**src/rtl/div_sequencer_pkg.sv**
```systemverilog
`default_nettype none
// +-------------------------------------------------------------------------+
// | div_sequencer_pkg : shared types and constants for the divide sequencer |
// | Revision 1.0                                                            |
// +-------------------------------------------------------------------------+
package div_sequencer_pkg;

   localparam int DIV_ITERS = 32;

   typedef struct packed {
      logic signed_;
      logic rem;
   } divop_t;

   typedef enum logic [1:0] {
      IDLE = 2'd0,
      ITER = 2'd1,
      DONE = 2'd2
   } divstate_t;

endpackage
`default_nettype wire

```
**src/rtl/div_sequencer_if.sv**
```systemverilog
`default_nettype none
// +-------------------------------------------------------------------------+
// | div_sequencer_if : execute-stage <-> divider request/result bundle      |
// | Revision 1.0                                                            |
// +-------------------------------------------------------------------------+
interface div_sequencer_if #(
   parameter int XLEN = 32
);
   logic            div_req;
   logic            div_signed;
   logic            div_rem;
   logic [XLEN-1:0] div_a;
   logic [XLEN-1:0] div_b;
   logic            div_kill;
   logic            div_busy;
   logic            div_done;
   logic [XLEN-1:0] div_result;

   modport master (
      output div_req, div_signed, div_rem, div_a, div_b, div_kill,
      input  div_busy, div_done, div_result
   );

   modport slave (
      input  div_req, div_signed, div_rem, div_a, div_b, div_kill,
      output div_busy, div_done, div_result
   );
endinterface
`default_nettype wire

```
**src/rtl/div_sequencer_step.sv**
```systemverilog
`default_nettype none
// +-------------------------------------------------------------------------+
// | div_step : one combinational radix-2 restoring divide iteration         |
// | Revision 1.0                                                            |
// +-------------------------------------------------------------------------+
module div_step #(
   parameter int XLEN = 32
) (
   input  wire logic [XLEN-1:0] rem,
   input  wire logic [XLEN-1:0] quo,
   input  wire logic [XLEN-1:0] divisor,
   output logic      [XLEN-1:0] rem_nxt,
   output logic      [XLEN-1:0] quo_nxt
);
   logic [XLEN:0] w_shift;
   logic [XLEN:0] w_trial;

   // rem < divisor holds between steps, so the shifted value fits XLEN+1 bits
   assign w_shift = {rem, quo[XLEN-1]};
   assign w_trial = w_shift - {1'b0, divisor};

   assign rem_nxt = w_trial[XLEN] ? w_shift[XLEN-1:0] : w_trial[XLEN-1:0];
   assign quo_nxt = {quo[XLEN-2:0], ~w_trial[XLEN]};
endmodule
`default_nettype wire

```
**src/rtl/div_sequencer.sv**
```systemverilog
`default_nettype none
// +-------------------------------------------------------------------------+
// | div_sequencer : iterative DIV/DIVU/REM/REMU controller (XLEN steps)     |
// | Optional: DIV_EARLY_OUT_EN skips iteration when |a| < |b|               |
// | Revision 1.0                                                            |
// +-------------------------------------------------------------------------+
module div_sequencer
   import div_sequencer_pkg::*;
#(
   parameter int XLEN = DIV_ITERS
) (
   input  wire logic        clk_core,
   input  wire logic        reset,
   div_sequencer_if.slave   bus
);
   localparam int CW = $clog2(XLEN);

   divstate_t       r_state;
   divop_t          r_op;
   logic            r_neg;
   logic [CW-1:0]   r_count;
   logic [XLEN-1:0] r_rem;
   logic [XLEN-1:0] r_quo;
   logic [XLEN-1:0] r_divisor;
   logic [XLEN-1:0] r_result;

   logic            w_accept;
   logic            w_a_neg;
   logic            w_b_neg;
   logic [XLEN-1:0] w_abs_a;
   logic [XLEN-1:0] w_abs_b;
   logic            w_div_zero;
   logic            w_ovf;
   logic            w_early;
   logic [XLEN-1:0] w_rem_nxt;
   logic [XLEN-1:0] w_quo_nxt;
   logic [XLEN-1:0] w_sel;
   logic [XLEN-1:0] w_final;

   assign w_accept   = (r_state == IDLE) & bus.div_req & ~bus.div_kill & ~reset;
   assign w_a_neg    = bus.div_signed & bus.div_a[XLEN-1];
   assign w_b_neg    = bus.div_signed & bus.div_b[XLEN-1];
   assign w_abs_a    = w_a_neg ? (~bus.div_a + 1'b1) : bus.div_a;
   assign w_abs_b    = w_b_neg ? (~bus.div_b + 1'b1) : bus.div_b;
   assign w_div_zero = (bus.div_b == '0);
   assign w_ovf      = bus.div_signed & (bus.div_a == {1'b1, {(XLEN-1){1'b0}}})
                       & (bus.div_b == '1);

`ifdef DIV_EARLY_OUT_EN
   assign w_early = (w_abs_a < w_abs_b);
`else
   assign w_early = 1'b0;
`endif

   div_step #(.XLEN(XLEN)) u_step (
      .rem     (r_rem),
      .quo     (r_quo),
      .divisor (r_divisor),
      .rem_nxt (w_rem_nxt),
      .quo_nxt (w_quo_nxt)
   );

   assign w_sel   = r_op.rem ? w_rem_nxt : w_quo_nxt;
   assign w_final = (r_op.signed_ & r_neg) ? (~w_sel + 1'b1) : w_sel;

   always_ff @(posedge clk_core) begin
      if (reset) begin
         r_state   <= IDLE;
         r_op      <= '0;
         r_neg     <= 1'b0;
         r_count   <= '0;
         r_rem     <= '0;
         r_quo     <= '0;
         r_divisor <= '0;
         r_result  <= '0;
      end else begin
         case (r_state)
            IDLE: begin
               r_result <= '0;
               if (w_accept) begin
                  r_op.signed_ <= bus.div_signed;
                  r_op.rem     <= bus.div_rem;
                  // raw sign; only applied when the op is signed
                  r_neg        <= bus.div_rem ? bus.div_a[XLEN-1]
                                              : (bus.div_a[XLEN-1] ^ bus.div_b[XLEN-1]);
                  if (w_div_zero) begin
                     r_result <= bus.div_rem ? bus.div_a : '1;
                     r_state  <= DONE;
                  end else if (w_ovf) begin
                     r_result <= bus.div_rem ? '0 : {1'b1, {(XLEN-1){1'b0}}};
                     r_state  <= DONE;
                  end else if (w_early) begin
                     r_result <= bus.div_rem ? bus.div_a : '0;
                     r_state  <= DONE;
                  end else begin
                     r_rem     <= '0;
                     r_quo     <= w_abs_a;
                     r_divisor <= w_abs_b;
                     r_count   <= '0;
                     r_state   <= ITER;
                  end
               end
            end
            ITER: begin
               if (bus.div_kill) begin
                  r_count <= '0;
                  r_state <= IDLE;
               end else begin
                  r_rem   <= w_rem_nxt;
                  r_quo   <= w_quo_nxt;
                  r_count <= r_count + 1'b1;
                  if (r_count == CW'(XLEN-1)) begin
                     r_result <= w_final;
                     r_state  <= DONE;
                  end
               end
            end
            DONE: begin
               r_result <= '0;
               r_state  <= IDLE;
            end
            default: r_state <= IDLE;
         endcase
      end
   end

   assign bus.div_busy   = (r_state != IDLE) | w_accept;
   assign bus.div_done   = (r_state == DONE) & ~bus.div_kill & ~reset;
   assign bus.div_result = r_result;
endmodule
`default_nettype wire
```
**src/flat_wrapper.sv**
```systemverilog
// flat-port wrapper written by rule: the top's interface ports become plain ports
module div_sequencer_flat import div_sequencer_pkg::*;
#(
   parameter int XLEN = DIV_ITERS
)
  (clk_core, reset, bus_div_req, bus_div_signed, bus_div_rem, bus_div_a, bus_div_b, bus_div_kill, bus_div_busy, bus_div_done, bus_div_result);
  div_sequencer_if #(.XLEN(XLEN)) bus_i ();
  input  wire logic clk_core;
  input  wire logic reset;
  input wire logic [$bits(bus_i.div_req)-1:0] bus_div_req;
  input wire logic [$bits(bus_i.div_signed)-1:0] bus_div_signed;
  input wire logic [$bits(bus_i.div_rem)-1:0] bus_div_rem;
  input wire logic [$bits(bus_i.div_a)-1:0] bus_div_a;
  input wire logic [$bits(bus_i.div_b)-1:0] bus_div_b;
  input wire logic [$bits(bus_i.div_kill)-1:0] bus_div_kill;
  output wire logic [$bits(bus_i.div_busy)-1:0] bus_div_busy;
  output wire logic [$bits(bus_i.div_done)-1:0] bus_div_done;
  output wire logic [$bits(bus_i.div_result)-1:0] bus_div_result;
  assign bus_i.div_req = bus_div_req;
  assign bus_i.div_signed = bus_div_signed;
  assign bus_i.div_rem = bus_div_rem;
  assign bus_i.div_a = bus_div_a;
  assign bus_i.div_b = bus_div_b;
  assign bus_i.div_kill = bus_div_kill;
  assign bus_div_busy = bus_i.div_busy;
  assign bus_div_done = bus_i.div_done;
  assign bus_div_result = bus_i.div_result;
  div_sequencer #(.XLEN(XLEN)) u_core (.clk_core(clk_core), .reset(reset), .bus(bus_i));
endmodule
```
**config.mk**
```make
export PLATFORM = sky130hd
export DESIGN_NAME = div_sequencer_flat
export DESIGN_NICKNAME = d
export VERILOG_FILES = /design/src/rtl/div_sequencer_pkg.sv /design/src/rtl/div_sequencer_if.sv /design/src/rtl/div_sequencer_step.sv /design/src/rtl/div_sequencer.sv /design/src/flat_wrapper.sv
export SDC_FILE = /design/constraint.sdc
export NUM_CORES = 1
export LEC_CHECK = 0
export CAP_MARGIN = 10
export CORE_ASPECT_RATIO = 0.7
export CORE_MARGIN = 2
export CORE_UTILIZATION = 40
export CTS_BUF_LIST = sky130_fd_sc_hd__clkbuf_4 sky130_fd_sc_hd__clkbuf_8 sky130_fd_sc_hd__clkbuf_16
export DETAILED_ROUTE_END_ITERATION = 6
export GPL_ROUTABILITY_DRIVEN = 0
export HOLD_SLACK_MARGIN = 0.03
export SLEW_MARGIN = 20
export SYNTH_ARGS = -nofsm -noshare
export SYNTH_HDL_FRONTEND = slang
export SYNTH_SLANG_ARGS = --single-unit
```
**constraint.sdc**
```tcl
create_clock -name clk_core -period 5.45 [get_ports clk_core]
set_input_delay 0.8175 -clock clk_core [delete_from_list [all_inputs] [get_ports clk_core]]
set_output_delay 0.8175 -clock clk_core [all_outputs]
set_load 0.05 [all_outputs]
```
# Yosys cells after proc, flatten, opt, wreduce, memory -nomap -nowiden

Index checks and enable logic that the tools add are counted.
Widths: inputs -> output; s select.

Flip-flop bits (word level): 138
Output and inout bits: 34
Word-level logic and storage cells: 91
Input port bits: 70

Eq/ne operators: 11
Reductions and logical operators: 11
Add/subtract/negate cells: 5
Muxes and demuxes: 35
Bitwise logic cells: 20

Operators with widths:

| kind                  | number |
|---|---|
| $mux 32               | 20 |
| $pmux 32 s2           | 2 |
| $add 32x1->32 const B | 3 |
| $not 32->32           | 3 |
| $pmux 32 s3           | 1 |
| $eq 32x32->1 const B  | 2 |
| $sub 33x32->33        | 1 |
| $logic_not 32->1      | 1 |
| $mux 5                | 4 |
| $and 1x1->1           | 10 |
| $mux 2                | 5 |
| $pmux 5 s2            | 1 |
| $reduce_and 4->1      | 2 |
| $ne 2x2->1 const B    | 3 |
| $add 5x1->5 const B   | 1 |
| $eq 5x5->1 const B    | 1 |
| $not 1->1             | 5 |
| $reduce_and 5->1      | 1 |
| $ne 2x1->1 const B    | 2 |
| $pmux 2 s2            | 1 |
| $reduce_and 2->1      | 2 |
| $reduce_bool 2->1     | 2 |
| $ne 3x2->1 const B    | 1 |
| $reduce_and 3->1      | 1 |
| other kinds (7)       | 7 |

# Logic depth before layout (Yosys ltp)

Gate-level depths: netlist (run 1).

Word-level depth: 9
Depth in mapped cells: 25

# By module

Synthesis (run 1) repeated with hierarchy kept, for this count alone.

Cell total of the unflattened synthesis: 1413
Area, all modules: 11367.2 µm²

By module, submodules not included:

| module        | instances | cells an instance | area each (µm²) | sequential area each (µm²) |
|---|---|---|---|---|
| div_sequencer | 1         | 1077              | 8775.9          | 2762.6 |
| div_step      | 1         | 336               | 2591.2          | 0.0 |

# Worst setup path after synthesis (run 1)

No wires, ideal clock.

Path type: register -> register
Start: register u_core.r_quo[31]
End: register u_core.r_result[20], in the netlist u_core.bus.div_result[20]
Path buffers: 3
Cell stages (with the launch flop): 26
Period minus slack after synthesis: 5.220 ns
Data arrival time: 5.129 ns
Setup slack: 0.230 ns
Cells stage by stage: dfxtp_1 -> inv_1 -> ha_1 -> inv_1 -> fa_1 -> a211oi_1 -> o211ai_1 -> nand2_1 -> a211oi_1 -> a21o_4 -> buf_2 -> nor2_2 -> buf_6 -> buf_2 -> mux2i_1 -> nor2_1 -> a21oi_1 -> ha_1 -> or4b_2 -> a21oi_1 -> or3_1 -> nand2_1 -> nor4b_4 -> and4_1 -> nor3_1 -> a311oi_1

Word-level cells in the longest chain between the ends: 9
Elaborated cells on any way between the ends: 10
Those cells by class: 2 x add/sub; 6 x mux; 2 x bitwise

RTL lines:

| element                              | RTL line                                           | RTL |
|---|---|---|
| start: declaration                   | div_sequencer.sv:23                                | `logic [XLEN-1:0] r_quo;` |
| start signal: assignment             | div_sequencer.sv:97                                | `r_quo <= w_abs_a;` |
| start signal: assignment             | div_sequencer.sv:110                               | `r_quo <= w_quo_nxt;` |
| $sub 33x32->33                       | div_sequencer_step.sv:20                           | `assign w_trial = w_shift - {1'b0, divisor};` |
| $mux 32 or $not 1->1 (tied branches) | div_sequencer_step.sv:22, div_sequencer_step.sv:23 |  |
| $mux 32 *                            | div_sequencer.sv:63                                | `assign w_sel = r_op.rem ? w_rem_nxt : w_quo_nxt;` |
| $not 32->32                          | div_sequencer.sv:64                                | `assign w_final = (r_op.signed_ & r_neg) ? (~w_sel + 1'b1) : w_sel;` |
| $add 32x1->32                        | div_sequencer.sv:64                                |  |
| $mux 32 *                            | div_sequencer.sv:64                                |  |
| $mux 32 *                            | div_sequencer.sv:112                               | `if (r_count == CW'(XLEN-1)) begin` |
| $mux 32 *                            | div_sequencer.sv:105                               | `if (bus.div_kill) begin` |
| $pmux 32 s3 *                        | div_sequencer.sv:77                                | `case (r_state)` |
| end signal: assignment               | div_sequencer.sv:87                                | `r_result <= bus.div_rem ? bus.div_a : '1;` |
| end signal: assignment               | div_sequencer.sv:90                                | `r_result <= bus.div_rem ? '0 : {1'b1, {(XLEN-1){1'b0}}};` |
| end signal: assignment               | div_sequencer.sv:113                               | `r_result <= w_final;` |
| end: declaration                     | div_sequencer.sv:25                                | `logic [XLEN-1:0] r_result;` |

Every way passes the cells marked *; elsewhere a longest branch is shown, timed or not. The select of a mux whose other input is x is not followed.
A chain may end at the register's enable or synchronous reset.

# Final worst setup path (run 1)

Start: register u_core.r_divisor[29]
End: register u_core.r_result[20], in the netlist u_core.bus.div_result[20]

Word-level cells in the longest chain between the ends: 9
Elaborated cells on any way between the ends: 10
Those cells by class: 2 x add/sub; 6 x mux; 2 x bitwise

RTL lines:

| element                              | RTL line                                           | RTL |
|---|---|---|
| start: declaration                   | div_sequencer.sv:24                                | `logic [XLEN-1:0] r_divisor;` |
| start signal: assignment             | div_sequencer.sv:98                                | `r_divisor <= w_abs_b;` |
| $sub 33x32->33 *                     | div_sequencer_step.sv:20                           |  |
| $mux 32 or $not 1->1 (tied branches) | div_sequencer_step.sv:22, div_sequencer_step.sv:23 |  |
| $mux 32 *                            | div_sequencer.sv:63                                |  |
| $not 32->32                          | div_sequencer.sv:64                                |  |
| $add 32x1->32                        | div_sequencer.sv:64                                |  |
| $mux 32 *                            | div_sequencer.sv:64                                |  |
| $mux 32 *                            | div_sequencer.sv:112                               |  |
| $mux 32 *                            | div_sequencer.sv:105                               |  |
| $pmux 32 s3 *                        | div_sequencer.sv:77                                |  |

Marked as above.

==> results of run 1 <==
==> registers in the layout, indices dropped and copies added, names as in the netlist <==
signal	cells
u_core.bus.div_result	32
u_core.r_count	5
u_core.r_divisor	32
u_core.r_neg	1
u_core.r_op	2
u_core.r_quo	32
u_core.r_rem	32
u_core.r_state	2
==> power groups by stage <==
stage	logic, mW	registers, mW	clock network (mW)
4_1_cts	1.15	1.09	1.23
6_report	1.18	1.09	1.22
5_1_grt	1.29	1.10	1.28
3_3_place_gp	1.14	1.11	0
3_5_place_dp	1.14	1.11	0
2_1_floorplan	0.768	1.14	0
==> per-stage QoR <==
stage,TNS (ps),total power [mW],hold slack [ps]
2_1_floorplan,0,1.91,445
3_3_place_gp,0,2.25,462
3_5_place_dp,0,2.26,472
4_1_cts,0,3.47,482
5_1_grt,-5.53,3.66,514
6_report,0,3.49,475
==> cell usage after synthesis, types with 8 or more instances <==
cell / number / area, um^2
and3_1: 10 / 62.6
a311oi_1: 21 / 184
mux2_2: 11 / 124
ha_1: 42 / 526
o31ai_1: 24 / 180
buf_2: 16 / 80.1
nor2b_1: 8 / 50.1
nor4_1: 22 / 138
buf_4: 8 / 60.1
xor2_1: 47 / 412
o21ai_1: 13 / 65.1
nand4_1: 17 / 106
dfxtp_1: 138 / 2760
nor3_1: 49 / 245
mux2i_1: 20 / 200
a21o_1: 10 / 75.1
nand2_1: 210 / 788
nand2b_1: 15 / 93.8
o211ai_1: 11 / 82.6
and2_1: 11 / 68.8
inv_1: 60 / 225
nor2_1: 199 / 747
a31oi_1: 17 / 106
or3_1: 9 / 56.3
clkbuf_1: 73 / 274
xnor2_1: 51 / 447
nand3_1: 27 / 135
a21oi_1: 141 / 706
a22oi_1: 20 / 150
o21ai_0: 110 / 551
a211oi_1: 46 / 345
==> kinds of logic (layout without fill, tap and decap cells) <==
| family | after synthesis | count (layout) | synth area share [%] |
|---|---|---|---|
| buffers and inverters | 161 | 218 | 5.85 |
| muxes | 32 | 32 | 2.96 |
| xor gates and xnor gates | 98 | 98 | 7.50 |
| AOI/OAI and AO/OA | 499 | 499 | 28.6 |
| DFF | 138 | 138 | 24.2 |
| adders and majority gates | 43 | 43 | 4.77 |
| and+or+nand+nor | 628 | 628 | 26.1 |
==> routing by layer <==
metal	track usage (%)	routed length, um
met1	36.9	18400
met2	38.4	16500
met3	5.06	2510
met4	6.36	628
met5	0.162	0
==> timing repair <==
item | CTS | global route
setup buffers | 0 | 1
endpoints found under the setup margin | 0 | 8
gates resized for setup | 0 | 5
==> cell type report <==
class / count / share of cell area [%]
sequential: 138 / 20.7
inverter: 60 / 1.69
timing repair buffer: 126 / 9.19
multi-input combinational: 1300 / 60.4
clock buffer: 22 / 3.66
tap: 371 / 3.48
clock inverter: 10 / 0.873
==> critical path, cell delays in order (launching register included) <==
cell and delay [ps]:
dfxtp_1 330, inv_1 50, ha_1 370, a21oi_1 180, nor2_1 70, a211oi_1 580, o22ai_2 180, a21o_4 230
nor2_2 200, mux2i_2 280, nor2_1 60, a21oi_1 170, ha_1 220, or4b_2 590, a21oi_1 220, or3_1 190
nand2_1 100, nor4b_4 210, buf_4 190, buf_4 150, nor4_1 60, nor3_1 210, a311oi_1 110
==> layout by cell type (no fill, tap or decap), types with 8 or more instances in the layout <==
master           instances
nand2_1                209
nor2_1                 199
a21oi_1                139
dfxtp_1                137
o21ai_0                110
clkdlybuf4s50_1        102
inv_1                   60
xnor2_1                 51
nor3_1                  47
xor2_1                  47
a211oi_1                45
ha_1                    41
nand3_1                 27
o31ai_1                 24
buf_4                   22
nor4_1                  21
a311oi_1                21
a22oi_1                 20
mux2i_1                 19
nand4_1                 17
a31oi_1                 17
clkbuf_16               17
nand2b_1                15
o21ai_1                 13
o211ai_1                11
and2_1                  11
mux2_2                  11
and3_1                  10
a21o_1                   9
or3_1                    9
nor2b_1                  8
==> worst max-delay path by stage <==
stage | from | end | slack, ps | depth (start not counted)
4_1_cts | u_core.r_quo[31] | u_core.bus.div_result[20] | 230 | 23
3_3_place_gp | u_core.r_quo[31] | u_core.bus.div_result[20] | 370 | 23
6_report | u_core.r_divisor[29] | u_core.bus.div_result[20] | 340 | 22
3_5_place_dp | u_core.r_quo[31] | u_core.bus.div_result[20] | 280 | 23
5_1_grt | u_core.r_quo[31] | u_core.bus.div_result[20] | -6 | 24
2_1_floorplan | u_core.r_quo[31] | u_core.bus.div_result[20] | 230 | 25
==> flow_summary.toml, run 1 <==
[clocking]
cts_made_buffers = 17
cts_tree = "done"
cts-root-buf = "clkbuf_16"
clock_sinks = 138
clk_pin_slew_ps = 60
hold_buffers = 0
htree_levels = 4
clk_path_buf_depth = 2
clock_latency_ps = 450

[route]
drt_wl_total_mm = 38.0
initialDrtViolationCount = 998
drtPass1Iterations = 5
drc_errors = 0
via_per_inst = 5.90
wl_per_cell_um = 18.7
num_vias = 12000
drtAntennaViolNets = 0

[hold_path]
hold_start = "u_core.r_divisor[31]"
holdPathEnd = "u_core.r_divisor[31]"
hold-path-cell-count = 2
min_path_type = "reg -> reg"

[floorplanning]
core_um2 = 27900
die_w_um = 206
fp.dieH_um = 145
die-area_um2 = 30000
ios = 104
start_util_pct = 40.9
num_rows = 51

[logic_synthesis]
syn_nets = 1712
synth_edf_count = 0
syn_inst = 1599
synthesis.area_um2 = 11400
ys_ff_latch = 138
yosys_warnings = 0
syn_avg_cell_area_um2 = 7.15
synth_cell_types = 90
async_reset_ff_share_pct = 0
synthFlopType = "dfxtp_1"
yosysSeqAreaShare_pct = 24.2

[global_route]
grt_pass1_vias = 11100
grt_start_max_net_pins = 90
grt_pass1_wl_mm = 60.6
grt_use_total_pct = 25.4
antenna_found_initial = 0
overflow = 0

[setup_path]
crit_path_end_kind = "flop"
reg2reg_from = "u_core.r_divisor[29]"
r2r-end = "u_core.bus.div_result[20]"
criticalPathCategory = "reg -> reg"
reg2reg_setup_slack_ps = 340
rr_worst_depth = 22
required_ps = 5740
path_max_fanout = 7
crit_arrival_ps = 5400
startpoint_type = "flop"

[place]
place_inst = 1994
dpl_worst_slack_ps = 276
dpl-instance-area_um2 = 12700
hpwlAfterDp_mm = 28.7
io_buffers = 103

[flow_run]
cap_violations = 0

[power]
ir_drop_mv = 0.273
leakage_nw = 4.78
power_density_nw_per_um2 = 262
comb_power_share_pct = 33.8
pwr-share-clk_pct = 34.9
switching_share_pct = 36.6
p_int_mw = 2.21
seqPwrFrac_pct = 31.3
switching_power_mw = 1.28

[timing]
maxSlewViolCount = 0
worst_slew_pin_slew_ps = 1070
fin_ws_ps = 343
setup_viol = 0
fmaxAchievable_mhz = 196
period_minus_slack_ps = 5110
finalCritPeriodShare_pct = 93.7
hold_viol = 0
skew_ps = 10.5
relSlewSlack_pct = 27.1

[layout]
drive_gt1_share_pct = 7.37
regArea_um2 = 2760
antennaDiodeCount = 0
multi_input_area_um2 = 8050
area_growth_pct = 16.6
utilization_pct = 47.7
layout.nets = 1756
fillCellCount = 2881
finalNonFillerCells = 2027
fin_area_um2 = 13300

[outcome]
status = "finished clean"
No activity file was read; power rests on OpenSTA's default activity.
==> run 2: changes to the inputs <==
MAX_ROUTING_LAYER = met4   (was not set)
SLEW_MARGIN = not set   (was 20)
==> flow_summary.toml, run 2 (synthesized netlist as in run 1, its figures left out) <==
[clocking]
clk_path_buf_depth = 2
clock_sinks = 138
htree_levels = 4
clk_pin_slew_ps = 70
hold_buffers = 0
cts_tree = "done"
clock_latency_ps = 460
cts-root-buf = "clkbuf_16"
cts_made_buffers = 17

[global_route]
antenna_found_initial = 0
grt_pass1_wl_mm = 60.7
grt_pass1_vias = 11100
grt_use_total_pct = 26.2
overflow = 0
grt_start_max_net_pins = 90

[layout]
area_growth_pct = 16.6
antennaDiodeCount = 0
utilization_pct = 47.7
fin_area_um2 = 13300
drive_gt1_share_pct = 7.37
mostFrequentLayoutCells = "nand2_1 (209), nor2_1 (199), a21oi_1 (139)"
layout.nets = 1756
final_common_cell = "nand2_1"

[floorplanning]
num_rows = 51
die_w_um = 206
fp.dieH_um = 145
core_um2 = 27900
ios = 104
start_util_pct = 40.9
die-area_um2 = 30000

[power]
pwr-share-clk_pct = 35.0
power_density_nw_per_um2 = 262
ir_drop_mv = 0.272
leakage_nw = 4.78
switching_power_mw = 1.28
p_int_mw = 2.21
power_mw = 3.49
switching_share_pct = 36.7
comb_power_share_pct = 33.7
seqPwrFrac_pct = 31.3

[timing]
finalCritPeriodShare_pct = 94.0
holdWs_ps = 475
period_minus_slack_ps = 5120
maxSlewViolCount = 0
relSlewSlack_pct = 24.9
fmaxAchievable_mhz = 195
setup_viol = 0
hold_viol = 0
worst_slew_pin_slew_ps = 1120
fin_tns_setup_ps = 0
skew_ps = 10.3

[place]
dpl-instance-area_um2 = 12700
io_buffers = 103
hpwlAfterDp_mm = 28.7

[setup_path]
crit_path_end_kind = "flop"
cpMaxStageDelayCell = "a211oi_1"
cpMostUsedCell = "a21oi_1"
criticalPathCategory = "reg -> reg"
reg2reg_from = "u_core.r_divisor[29]"
rr_worst_depth = 22
critPathMaxStageDelay_ps = 590
required_ps = 5750
crit_arrival_ps = 5420
reg2reg_setup_slack_ps = 330
cp_cell_sequence = "inv_1 -> ha_1 -> a21oi_1 -> nor2_1 -> a211oi_1 -> o22ai_2 -> a21o_4 -> nor2_2 -> mux2i_2 -> nor2_1 -> a21oi_1 -> ha_1 -> or4b_2 -> a21oi_1 -> or3_1 -> nand2_1 -> nor4b_4 -> buf_4 -> buf_4 -> nor4_1 -> nor3_1 -> a311oi_1"
r2r-end = "u_core.bus.div_result[20]"
path_max_fanout = 7
startpoint_type = "flop"

[flow_run]
cap_violations = 0

[outcome]
status = "finished clean"

[route]
drtPass1Iterations = 5
via_per_inst = 5.89
drc_errors = 0
num_vias = 11900
initialDrtViolationCount = 1062
drtAntennaViolNets = 0
wl_per_cell_um = 18.8
drt_wl_total_mm = 38.0

[hold_path]
hold_start = "u_core.r_divisor[31]"
holdPathEnd = "u_core.r_divisor[31]"
min_path_type = "reg -> reg"
hold-path-cell-count = 2
[run 2: what timing repair did]
action	CTS	global route
buffers inserted	0	1
endpoints found under the setup margin	0	8
resized for setup	0	5
[run 2: layer usage]
metal	track usage, %	share of wire [%]	up-vias
met5	-	0	-
met4	6.36	1.7	0
met3	5.06	6.0	41
met2	38.3	43	347
met1	37.0	49	5702
li1	-	-	5854
[run 2: area by class of cell]
class	count	area, um^2
fillers	2881	14600
flip-flops and latches	138	2760
well taps	371	464
clock buffers	22	488
repair buffers	126	1230
multi-input cells	1300	8050
inverters	60	225
clock inverters	10	116
[run 2: worst max-delay path: cells and delay by family (launching register included)]
kind | cells | cell delay [ps]
mux | 1 | 270
compound gates | 7 | 1680
simple gates | 9 | 1680
buf+inv | 3 | 390
flops | 1 | 330
fa+ha+maj | 2 | 600
[run 2: worst max path at each step]
stage	slack, ps	depth (start not counted)	endpoint	startpoint
4_1_cts	230	23	u_core.bus.div_result[20]	u_core.r_quo[31]
6_report	330	22	u_core.bus.div_result[20]	u_core.r_divisor[29]
5_1_grt	-6	24	u_core.bus.div_result[20]	u_core.r_quo[31]
2_1_floorplan	230	25	u_core.bus.div_result[20]	u_core.r_quo[31]
3_5_place_dp	280	23	u_core.bus.div_result[20]	u_core.r_quo[31]
3_3_place_gp	370	23	u_core.bus.div_result[20]	u_core.r_quo[31]
[run 2: through the flow]
| step | cells | setup slack [ps] |
|---|---|---|
| final | 2027 | 329 |
| after global routing | 2027 | -5.98 |
| after CTS | 2026 | 229 |
| after detailed placement | 1994 | 276 |
| after global placement | 1994 | 372 |
| after floorplan | 1599 | 230 |
[run 2: power by group through the flow]
stage / Combinational [mW] / Sequential, mW / Clock [mW]
floorplan: 0.768 / 1.14 / 0
global placement: 1.14 / 1.11 / 0
detailed placement: 1.14 / 1.11 / 0
CTS: 1.15 / 1.09 / 1.23
global route: 1.29 / 1.10 / 1.28
finish: 1.18 / 1.09 / 1.22
==> run 3: changes to the inputs <==
CORE_UTILIZATION = 54   (was 40)
PLACE_DENSITY = 0.82   (was not set)
==> flow_summary.toml, run 3 (synthesized netlist as in run 1, its figures left out) <==
[outcome]
status = "finished clean"

[place]
dpl-instance-area_um2 = 12500
place_inst = 1895
io_buffers = 103
dpl_worst_slack_ps = 349
hpwlAfterDp_mm = 25.8

[route]
via_per_inst = 6.38
drt_wl_total_mm = 35.6
drc_errors = 0
wl_per_cell_um = 18.5
num_vias = 12300
initialDrtViolationCount = 1463
drtAntennaViolNets = 0
drtPass1Iterations = 5

[global_route]
grt_pass1_wl_mm = 57.4
grt_use_total_pct = 32.7
grt_pass1_vias = 11200
grt_start_max_net_pins = 77
overflow = 0
antenna_found_initial = 0

[floorplanning]
start_util_pct = 55.1
num_rows = 44
fp.dieH_um = 126
core_um2 = 20800
die_w_um = 178
ios = 104
die-area_um2 = 22400

[layout]
finalNonFillerCells = 1927
fillCellCount = 1784
utilization_pct = 63.5
area_growth_pct = 15.3
antennaDiodeCount = 0
final_common_cell = "nand2_1"
mostFrequentLayoutCells = "nand2_1 (209), nor2_1 (199), a21oi_1 (138)"
fin_area_um2 = 13200
layout.nets = 1751
drive_gt1_share_pct = 6.97

[timing]
hold_viol = 0
finalCritPeriodShare_pct = 92.8
rsz0062_at_grt = "false"
setup_viol = 0
relSlewSlack_pct = 38.6
period_minus_slack_ps = 5060
fin_ws_ps = 394
fin_tns_setup_ps = 0
fmaxAchievable_mhz = 198
maxSlewViolCount = 0
worst_slew_pin_slew_ps = 920
holdWs_ps = 471
skew_ps = 6.62

[clocking]
clk_path_buf_depth = 2
htree_levels = 4
cts-root-buf = "clkbuf_16"
cts_tree = "done"
post_cts_buffers = 0
clk_pin_slew_ps = 60
cts_made_buffers = 17
clock_sinks = 138
clock_latency_ps = 440

[hold_path]
min_path_type = "reg -> reg"

[flow_run]
cap_violations = 0

[power]
leakage_nw = 4.78
power_density_nw_per_um2 = 267
power_mw = 3.52
ir_drop_mv = 0.255

[setup_path]
path_max_fanout = 7
startpoint_type = "flop"
criticalPathCategory = "reg -> reg"
crit_arrival_ps = 5410
required_ps = 5800
cp_cell_sequence = "inv_1 -> ha_1 -> a21oi_1 -> nor2_1 -> a211oi_1 -> o21ai_1 -> a211oi_4 -> nor2_2 -> mux2i_1 -> nor2_1 -> a21oi_1 -> ha_1 -> or4b_2 -> a21oi_2 -> nor3_1 -> nor4_1 -> a31oi_1 -> xor2_1 -> a311oi_1"
critPathMaxStageDelay_ps = 610
crit_path_end_kind = "flop"
cpMaxStageDelayCell = "or4b_2"
## run 3: area by class of cell
| class | count | area, um^2 | share of cell area [%] |
|---|---|---|---|
| well taps | 276 | 345 | 2.62 |
| clock buffers | 26 | 531 | 4.02 |
| repair buffers | 121 | 1180 | 8.92 |
| clock inverters | 6 | 108 | 0.816 |
| inverters | 60 | 225 | 1.71 |
| multi-input cells | 1300 | 8040 | 61.0 |
| flip-flops and latches | 138 | 2760 | 21.0 |
## run 3: worst paths after layout
path,depth (start not counted),end,slack (ps),from
setup / recovery,19,u_core.bus.div_result[30],390,u_core.r_divisor[29]
hold / removal,2,u_core.bus.div_result[23],470,u_core.bus.div_result[23]
hold reg to reg,2,u_core.bus.div_result[23],470,u_core.bus.div_result[23]
setup reg to reg,19,u_core.bus.div_result[30],390,u_core.r_divisor[29]
## run 3: per-layer routing
layer / wire (um) / global-route usage, % / share of wire, % / up-vias
met3: 3280 / 6.01 / 9.2 / 87
met4: 1000 / 12.0 / 2.8 / 0
met5: 0 / - / 0 / -
met2: 15800 / 49.0 / 44 / 630
li1: - / - / - / 5846
met1: 15500 / 44.0 / 44 / 5733
## run 3: what timing repair did
action	CTS	global route
hold buffers	0	0
gates resized for setup	0	3
setup endpoints to repair	0	7
## run 3: critical path: cells and delay by family (launching register included)
family	cells	cell delay, ps
AND/OR/NAND/NOR	6	1500
AO/OA/AOI/OAI	8	2110
multiplexers	1	190
XOR/XNOR	1	180
adder cells (fa/ha/maj)	2	610
flip-flops	1	320
buffers and inverters	1	50
## run 3: power by group
group	internal, mW	total, mW	leakage, nW	switching (mW)
clock	0.807	1.27	0.317	0.459
combinational	0.419	1.16	3.34	0.740
sequential	1.06	1.09	1.12	0.0368
